`src/rtl/bitlogic_pkg.sv`:
```
// Shared op encodings and helpers for the bitwise logic unit.
package bitlogic_pkg;

  localparam int unsigned OP_W = 3;

  localparam logic [OP_W-1:0] OP_AND  = 3'b000;
  localparam logic [OP_W-1:0] OP_OR   = 3'b001;
  localparam logic [OP_W-1:0] OP_NAND = 3'b010;
  localparam logic [OP_W-1:0] OP_NOR  = 3'b011;
  localparam logic [OP_W-1:0] OP_XOR  = 3'b100;
  localparam logic [OP_W-1:0] OP_XNOR = 3'b101;

  // Codes 110 and 111 carry no operation.
  function automatic logic is_reserved(input logic [OP_W-1:0] op);
    return (op[2:1] == 2'b11);
  endfunction

endpackage

```
`src/rtl/bitlogic_core.sv`:
```
// Combinational bitwise op on two WIDTH-bit operands; reserved codes yield zero.
module bitlogic_core
  import bitlogic_pkg::*;
#(
  parameter int unsigned WIDTH = 8
) (
  input  logic [WIDTH-1:0] a,
  input  logic [WIDTH-1:0] b,
  input  logic [OP_W-1:0]  op,
  output logic [WIDTH-1:0] result
);

  always_comb begin
    result = '0;
    case (op)
      OP_AND:  result = a & b;
      OP_OR:   result = a | b;
      OP_NAND: result = ~(a & b);
      OP_NOR:  result = ~(a | b);
      OP_XOR:  result = a ^ b;
      OP_XNOR: result = ~(a ^ b);
      default: result = '0;
    endcase
  end

endmodule

```
`src/rtl/bitlogic_unit.sv`:
```
// Registered bitwise logic unit with valid/ready handshake, sticky error and beat counter.
// Optional accumulator operand enabled by defining BITLOGIC_ACC_EN.
module bitlogic_unit
  import bitlogic_pkg::*;
#(
  parameter int unsigned WIDTH = 8,
  parameter int unsigned CNT_W = 8
) (
  input  logic             clk,
  input  logic             reset_n,
  input  logic             in_valid,
  output logic             in_ready,
  input  logic [WIDTH-1:0] in_a,
  input  logic [WIDTH-1:0] in_b,
  input  logic [OP_W-1:0]  in_op,
  input  logic             in_acc,
  input  logic             acc_clr,
  output logic             out_valid,
  input  logic             out_ready,
  output logic [WIDTH-1:0] out_result,
  output logic             out_zero,
  output logic             err_sticky,
  input  logic             err_clr,
  output logic [CNT_W-1:0] beat_cnt
);

  logic             r_out_valid;
  logic [WIDTH-1:0] r_out_result;
  logic             r_out_zero;
  logic             r_err_sticky;
  logic [CNT_W-1:0] r_beat_cnt;

  logic             w_accept;
  logic [WIDTH-1:0] w_op_a;
  logic [WIDTH-1:0] w_result;

  // Skid-free single-entry slot: accept whenever the slot is empty or draining.
  assign in_ready = !r_out_valid || out_ready;
  assign w_accept = in_valid && in_ready;

`ifdef BITLOGIC_ACC_EN
  logic [WIDTH-1:0] r_acc;

  assign w_op_a = in_acc ? r_acc : in_a;

  // Clear takes priority over an accumulating write in the same cycle.
  always_ff @(posedge clk or negedge reset_n) begin
    if (!reset_n) begin
      r_acc <= '0;
    end else if (acc_clr) begin
      r_acc <= '0;
    end else if (w_accept && in_acc) begin
      r_acc <= w_result;
    end
  end
`else
  logic w_unused_acc;

  assign w_op_a       = in_a;
  assign w_unused_acc = in_acc ^ acc_clr;
`endif

  bitlogic_core #(
    .WIDTH(WIDTH)
  ) u_core (
    .a      (w_op_a),
    .b      (in_b),
    .op     (in_op),
    .result (w_result)
  );

  always_ff @(posedge clk or negedge reset_n) begin
    if (!reset_n) begin
      r_out_valid  <= 1'b0;
      r_out_result <= '0;
      r_out_zero   <= 1'b0;
    end else begin
      r_out_valid <= w_accept || (r_out_valid && !out_ready);
      if (w_accept) begin
        r_out_result <= w_result;
        r_out_zero   <= (w_result == '0);
      end
    end
  end

  // Error set beats a same-cycle clear.
  always_ff @(posedge clk or negedge reset_n) begin
    if (!reset_n) begin
      r_err_sticky <= 1'b0;
    end else if (w_accept && is_reserved(in_op)) begin
      r_err_sticky <= 1'b1;
    end else if (err_clr) begin
      r_err_sticky <= 1'b0;
    end
  end

  always_ff @(posedge clk or negedge reset_n) begin
    if (!reset_n) begin
      r_beat_cnt <= '0;
    end else if (w_accept) begin
      r_beat_cnt <= r_beat_cnt + CNT_W'(1);
    end
  end

  assign out_valid  = r_out_valid;
  assign out_result = r_out_result;
  assign out_zero   = r_out_zero;
  assign err_sticky = r_err_sticky;
  assign beat_cnt   = r_beat_cnt;

endmodule

```
`config.mk`:
```
export PLATFORM = sky130hd
export DESIGN_NAME = bitlogic_unit
export DESIGN_NICKNAME = d
export VERILOG_FILES = /design/src/rtl/bitlogic_pkg.sv /design/src/rtl/bitlogic_core.sv /design/src/rtl/bitlogic_unit.sv
export SDC_FILE = /design/constraint.sdc
export NUM_CORES = 1
export LEC_CHECK = 0
export CORE_ASPECT_RATIO = 0.5
export CORE_MARGIN = 8
export CORE_UTILIZATION = 49
export CTS_CLUSTER_DIAMETER = 150
export DETAILED_ROUTE_END_ITERATION = 12
export GPL_TIMING_DRIVEN = 0
export PLACE_DENSITY = 0.89
export SLEW_MARGIN = 0
export SYNTH_ARGS = -nofsm -noshare
export SYNTH_HDL_FRONTEND = slang
export SYNTH_SLANG_ARGS = --single-unit
```
`constraint.sdc`:
```
create_clock -name clk -period 2.7 [get_ports clk]
set_input_delay 0.81 -clock clk [delete_from_list [all_inputs] [get_ports clk]]
set_output_delay 0.81 -clock clk [all_outputs]
set_load 0.02 [all_outputs]
```
==> Word-level counts from Yosys, hierarchy flattened <==
Index checks and enable logic that the tools add are counted.
{ "classes": {"add_sub_neg": 1, "n_eq_ne": 6, "muxes": 3, "n_bitwise": 6, "n_reduce_logical": 10} }
{ "op_table": {"columns": ["op", "n"], "rows": [
  ["one-hot mux 8 bit (6 select lines)", 1],
  ["NOT 8 bit", 3],
  ["adder 8 x 1 -> 8 bit, second input constant", 1],
  ["bitwise AND 8 bit", 1],
  ["logical NOT 8 bit", 1],
  ["bitwise OR 8 bit", 1],
  ["XOR 8 bit", 1],
  ["equality test 3 x 2 -> 1 bit, second input constant", 2],
  ["equality test 3 bit, second input constant", 2],
  ["equality test 3 x 1 -> 1 bit, second input constant", 1],
  ["logical AND 1 bit", 3],
  ["logical NOT 3 bit", 1],
  ["equality test 2 bit, second input constant", 1],
  ["logical NOT 1 bit", 2],
  ["logical OR 1 bit", 2],
  ["2-to-1 mux 1 bit", 2],
  ["nonzero test 2 bit", 1]
]} }
{ "word_totals": {"reg_bits": 19, "in_bits": 26, "output_inout_bits": 20, "elab_cells": 31} }

==> Depth between registers and ports, before layout <==
{ "depth": {"word_depth": 5, "mapped_depth": 7, "mapped_depth_nobuf": 7} }

==> Cells and area by module <==
From an unflattened synthesis, not the netlist that was laid out.
{ "unflattened": {"cells_unflattened": 147, "area_unflattened_um2": 1534.0} }
{ "modules_own_cells": {"columns": ["mod", "instances", "cells_per_inst", "area_per_inst_um2", "seq_area_each_um2"], "rows": [
  ["bitlogic_unit", 1, 60, 885.8, 475.5],
  ["bitlogic_core", 1, 87, 648.1, 0.0]
]} }

==> Worst setup path before layout <==
No wires, ideal clock.
{ "synth_path": {"path_kind": "input port to flip-flop", "startpoint": "input port in_a[7]", "endpoint": "register r_out_zero, in the netlist out_zero", "setup_ns": 0.104, "t_arrival_ns": 1.833, "required_ns": 2.596, "path_slack_ns": 0.763, "cell_stages": 7, "n_path_buf": 0, "cell_sequence": "inv_1 -> ha_1 -> xnor2_1 -> nor2_1 -> a211oi_2 -> nand4_1 -> o41ai_2"} }
{ "synth_via": {"elab_chain_cells": 4, "word_cells_on_any_way": 8, "cone_classes": "mux (1); bitwise (6); reduce/logical (1)"} }
{ "synth_rtl": {"columns": ["item", "line_no", "text"], "rows": [
  ["start: declaration", "bitlogic_unit.sv:13", "input logic [WIDTH-1:0] in_a,"],
  ["XOR 8 bit (tied with other cells)", "bitlogic_core.sv:20, bitlogic_core.sv:21", null],
  ["NOT 8 bit, on equally long branches", "bitlogic_core.sv:21, bitlogic_core.sv:18, bitlogic_core.sv:19", null],
  ["one-hot mux 8 bit (6 select lines) *", "bitlogic_core.sv:15", "case (op)"],
  ["logical NOT 8 bit *", "bitlogic_unit.sv:81", "r_out_zero <= (w_result == '0);"],
  ["end signal: assignment", "bitlogic_unit.sv:81", null],
  ["end: declaration", "bitlogic_unit.sv:29", "logic r_out_zero;"]
]} }
Every way passes the cells marked *; elsewhere a longest branch is shown, timed or not.
A chain may end at the register's enable or synchronous reset.

==> Final worst setup path <==
{ "layout_path": {"startpoint": "input port out_ready", "endpoint": "output port in_ready"} }
{ "layout_via": {"elab_chain_cells": 1} }
{ "layout_rtl": {"columns": ["item", "line_no", "text"], "rows": [
  ["start: declaration", "bitlogic_unit.sv:19", "input logic out_ready,"],
  ["logical OR 1 bit", "bitlogic_unit.sv:38", "assign in_ready = !r_out_valid || out_ready;"],
  ["end: declaration", "bitlogic_unit.sv:12", "output logic in_ready,"]
]} }
No other way between the ends.

==> reports/qor.log <==
INFO  floorplanning  die_extent_in_y=53.8um
INFO  detailed_routing drt-initial-drc-count=51
INFO  setup_path     setup.worst_path.end_class=output port
INFO  setup_path     timing.critical_path.fanout_max=4
INFO  clocking       tritoncts_num_sinks=19
INFO  yosys          fraction_of_synthesis_flops_using_an_asynchronous_set_or_reset_pin=100%
INFO  sta            timing.final.max_slew_violations=0
INFO  setup_path     worst-endpoint-required=1.89ns
INFO  yosys          yosys_warns=0
INFO  floorplanning  floorplan.rows=13
INFO  pwr            power=1.09mW
INFO  clocking       ctsRootBufferMaster=sky130_fd_sc_hd__clkbuf_8
INFO  yosys          synth.largest_area_cell=sky130_fd_sc_hd__dfrtp_1
INFO  detailed_routing drc_errors=0
INFO  floorplanning  die_area=4930um2
INFO  setup_path     reg2reg_depth=5
INFO  sta            worst_clock_skew=0.00118ns
INFO  sta            timing.hold.ws=0.470ns
INFO  yosys          synth_enable_flop_cells=0
INFO  yosys          netlist_top_cells_area=sky130_fd_sc_hd__dfrtp_1 34%, sky130_fd_sc_hd__ha_1 15%, sky130_fd_sc_hd__xnor2_1 8.8%
INFO  clocking       cts_inserted_buffers=3
INFO  min_path       hold_class=register to register
INFO  clocking       postCtsSetupRepairBufs=0
INFO  sta            slew-limit-headroom=44.1%
INFO  sta            fin_crit_sh=95.0%
INFO  yosys          leading_register_cell_type_out_of_synthesis=sky130_fd_sc_hd__dfrtp_1
INFO  clocking       clock_tree.htree_level_count=1
INFO  sta            worst_slack=0.135ns
INFO  global_routing number_of_global_route_vias_before_repair=1117
INFO  global_routing antenna_violations_before_repair=0
INFO  setup_path     timing.setup.critical_path_class=input port to output port
INFO  detailed_routing viasPerCell=5.04
INFO  final_layout   number_of_nets_in_the_final_layout=244
INFO  sta            finalHoldViolations=0
INFO  floorplanning  design.core.area=2650um2
INFO  clocking       cts_clock_pin_slew_for_the_worst_setup_and_hold_paths=0.07ns
INFO  global_routing largest_net_degree_at_the_start_of_global_routing=20
INFO  sta            finalWorstPathRequiredPeriod=2.56ns
INFO  min_path       worstHoldPathCells=1
INFO  place          dp_worst_setup_slack=-0.142ns
INFO  sta            rsz0062_at_grt=false
INFO  sta            max_clock_freq=0.390GHz
INFO  pwr            ir_worst_vdd=0.000392V
INFO  yosys          synth_fp_nets=197
INFO  setup_path     worstPathArrival=1.75ns
INFO  floorplanning  initial_utilization=52.8%
INFO  final_layout   post_synthesis_to_final_layout_area_growth=36.6%
INFO  clocking       tritoncts=built
INFO  sta            transition_time_of_the_tightest_slew_check_pin=0.836ns
INFO  global_routing grt_pass1_wl=5400um
INFO  place          port-buffer-count=42
INFO  final_layout   filler_free_cell_count_of_the_finished_design=237
INFO  global_routing gr-total-overflow=0
INFO  detailed_routing finalWirelength=3230um
INFO  clocking       cts_buffer_depth=2
INFO  yosys          synth_cells=154
INFO  floorplanning  ios=46
INFO  pwr            leakagePower=0.918nW
INFO  yosys          synth.yosys.seq_area_share=34.0%
INFO  status         outcome=finished clean
INFO  detailed_routing first_pass_iters=4
INFO  floorplanning  dieWidth=91.6um
INFO  final_layout   insertedDiodeCount=0
INFO  place          placedCellCount=233
INFO  setup_path     critPathSlowestCell=sky130_fd_sc_hd__clkdlybuf4s50_1
INFO  flow_run       drv.max_cap_violation_count=0
INFO  final_layout   layout.cell_area.non_filler=1910um2
INFO  global_routing grt_usage=13.6%
INFO  clocking       holdBufCountCts=0
INFO  yosys          yosysUniqueCellTypes=29
INFO  yosys          synth_top_cells_by_count=19 x sky130_fd_sc_hd__dfrtp_1, 19 x sky130_fd_sc_hd__nand2_1, 17 x sky130_fd_sc_hd__ha_1, 17 x sky130_fd_sc_hd__inv_1, 15 x sky130_fd_sc_hd__nor2_1
INFO  yosys          postSynthRegisterBits=19
INFO  yosys          syn-cell-area=1400um2
INFO  place          placer_congestion=0.830
INFO  clocking       skew_pair_late_insertion_delay=0.25ns
INFO  place          hpwl=2580um
INFO  setup_path     cp-start-kind=input port
INFO  detailed_routing vias=1194
INFO  place          place_area=1870um2
INFO  final_layout   drive_gt1_share=8.50%
INFO  sta            setup_viol=0
INFO  yosys          synth_top_cell_area_share=34.0%
INFO  detailed_routing drtAntennaViolNets=0
INFO  pwr            power-per-cell-area=569nW/um2
INFO  setup_path     timing.critical_path.cells=clkdlybuf4s50_1 > nand2b_1 > dlygate4sd2_1
INFO  setup_path     max_stage_delay=0.45ns
INFO  yosys          syn-mean-instance-area=9.09um2
INFO  detailed_routing routedWlPerCell=13.6um
-- layout make-up --
type,count,area (um2)
multi-input cells,112,807
repair buffers,42,419
flip-flops and latches,19,475
clock inverters,1,5.00
fillers,204,739
well taps,37,46.3
plain buffers,6,53.8
inverters,17,63.8
clock buffers,3,41.3
-- layer usage --
metal	vias to the layer above	GRT usage, %	share of wire, %
met2	29	23.2	49
met1	559	16.7	44
li1	602	-	-
met5	-	0	0
met3	4	2.35	4.7
met4	0	7.24	1.7
-- report_power, final --
group	total, mW	leakage (nW)	switching [mW]	internal, mW
Combinational	0.472	0.653	0.233	0.239
Clock	0.193	0.0255	0.0904	0.102
Sequential	0.423	0.240	0.0702	0.353
Total	1.09	0.918	0.393	0.694
-- metrics by stage --
stage | setup TNS, ns | util, %
after floorplan | 0 | -
after global placement | -0.140 | 70.4
after detailed placement | -0.142 | 70.4
after CTS | 0 | 72.1
after global routing | 0 | 72.1
final | 0 | 72.1
-- registers in the layout, summed over array words and instances (netlist names) --
signal      flops
out_zero        1
beat_cnt        8
err_sticky      1
out_result      8
out_valid       1
-- worst paths after layout --
check / slack [ns] / start / endpoint
max: 0.14 / out_ready / in_ready
min: 0.47 / beat_cnt[7] / beat_cnt[7]
max reg2reg: 1.33 / out_valid / out_zero
min reg2reg: 0.47 / beat_cnt[7] / beat_cnt[7]
min in group asynchronous: 1.04 / reset_n / out_zero
max in group asynchronous: 1.15 / reset_n / out_result[2]
-- critical path: cells and delay by family --
kind / cells / cell delay [ns]
buffers and inverters: 2 / 0.80
and+or+nand+nor: 1 / 0.14
-- cells in the final DEF, fill, tap and decap left out, drive strengths merged --
| cell type | n |
|---|---|
| clkdlybuf4s50 | 41 |
| nand2 | 20 |
| dfrtp | 19 |
| inv | 17 |
| ha | 17 |
| nor2 | 15 |
| xnor2 | 14 |
| o21ai | 13 |
| a211oi | 6 |
| buf | 6 |
| o211a | 5 |
| nand2b | 3 |
| nand3 | 3 |
| clkbuf | 3 |
| and2 | 2 |
| a21oi | 2 |
| o21a | 2 |
| nand4 | 2 |
| xor2 | 2 |
| o22ai | 1 |
| and3 | 1 |
| nor2b | 1 |
| mux2i | 1 |
| mux2 | 1 |
| o41ai | 1 |
| clkinv | 1 |
| dlygate4sd2 | 1 |
-- logic make-up (layout without fill, tap and decap cells) --
kind of cell               count (synthesis)  in the layout  synth area share [%]
AOI/OAI and AO/OA                         30             30                  16.3
xor gates and xnor gates                  16             16                  10.0
adders and majority gates                 17             17                  15.2
buffers and inverters                     23             69                  8.40
DFF                                       19             19                  34.0
muxes                                      2              2                  1.52
and+or+nand+nor                           47             47                  14.7
-- repair_timing --
action | 4_1_cts | 5_1_grt
endpoints found under the hold margin | 0 | 0
setup endpoints to repair | 1 | 0
resized for setup | 1 | 0
Note: power is estimated with default switching activity, not from simulation.
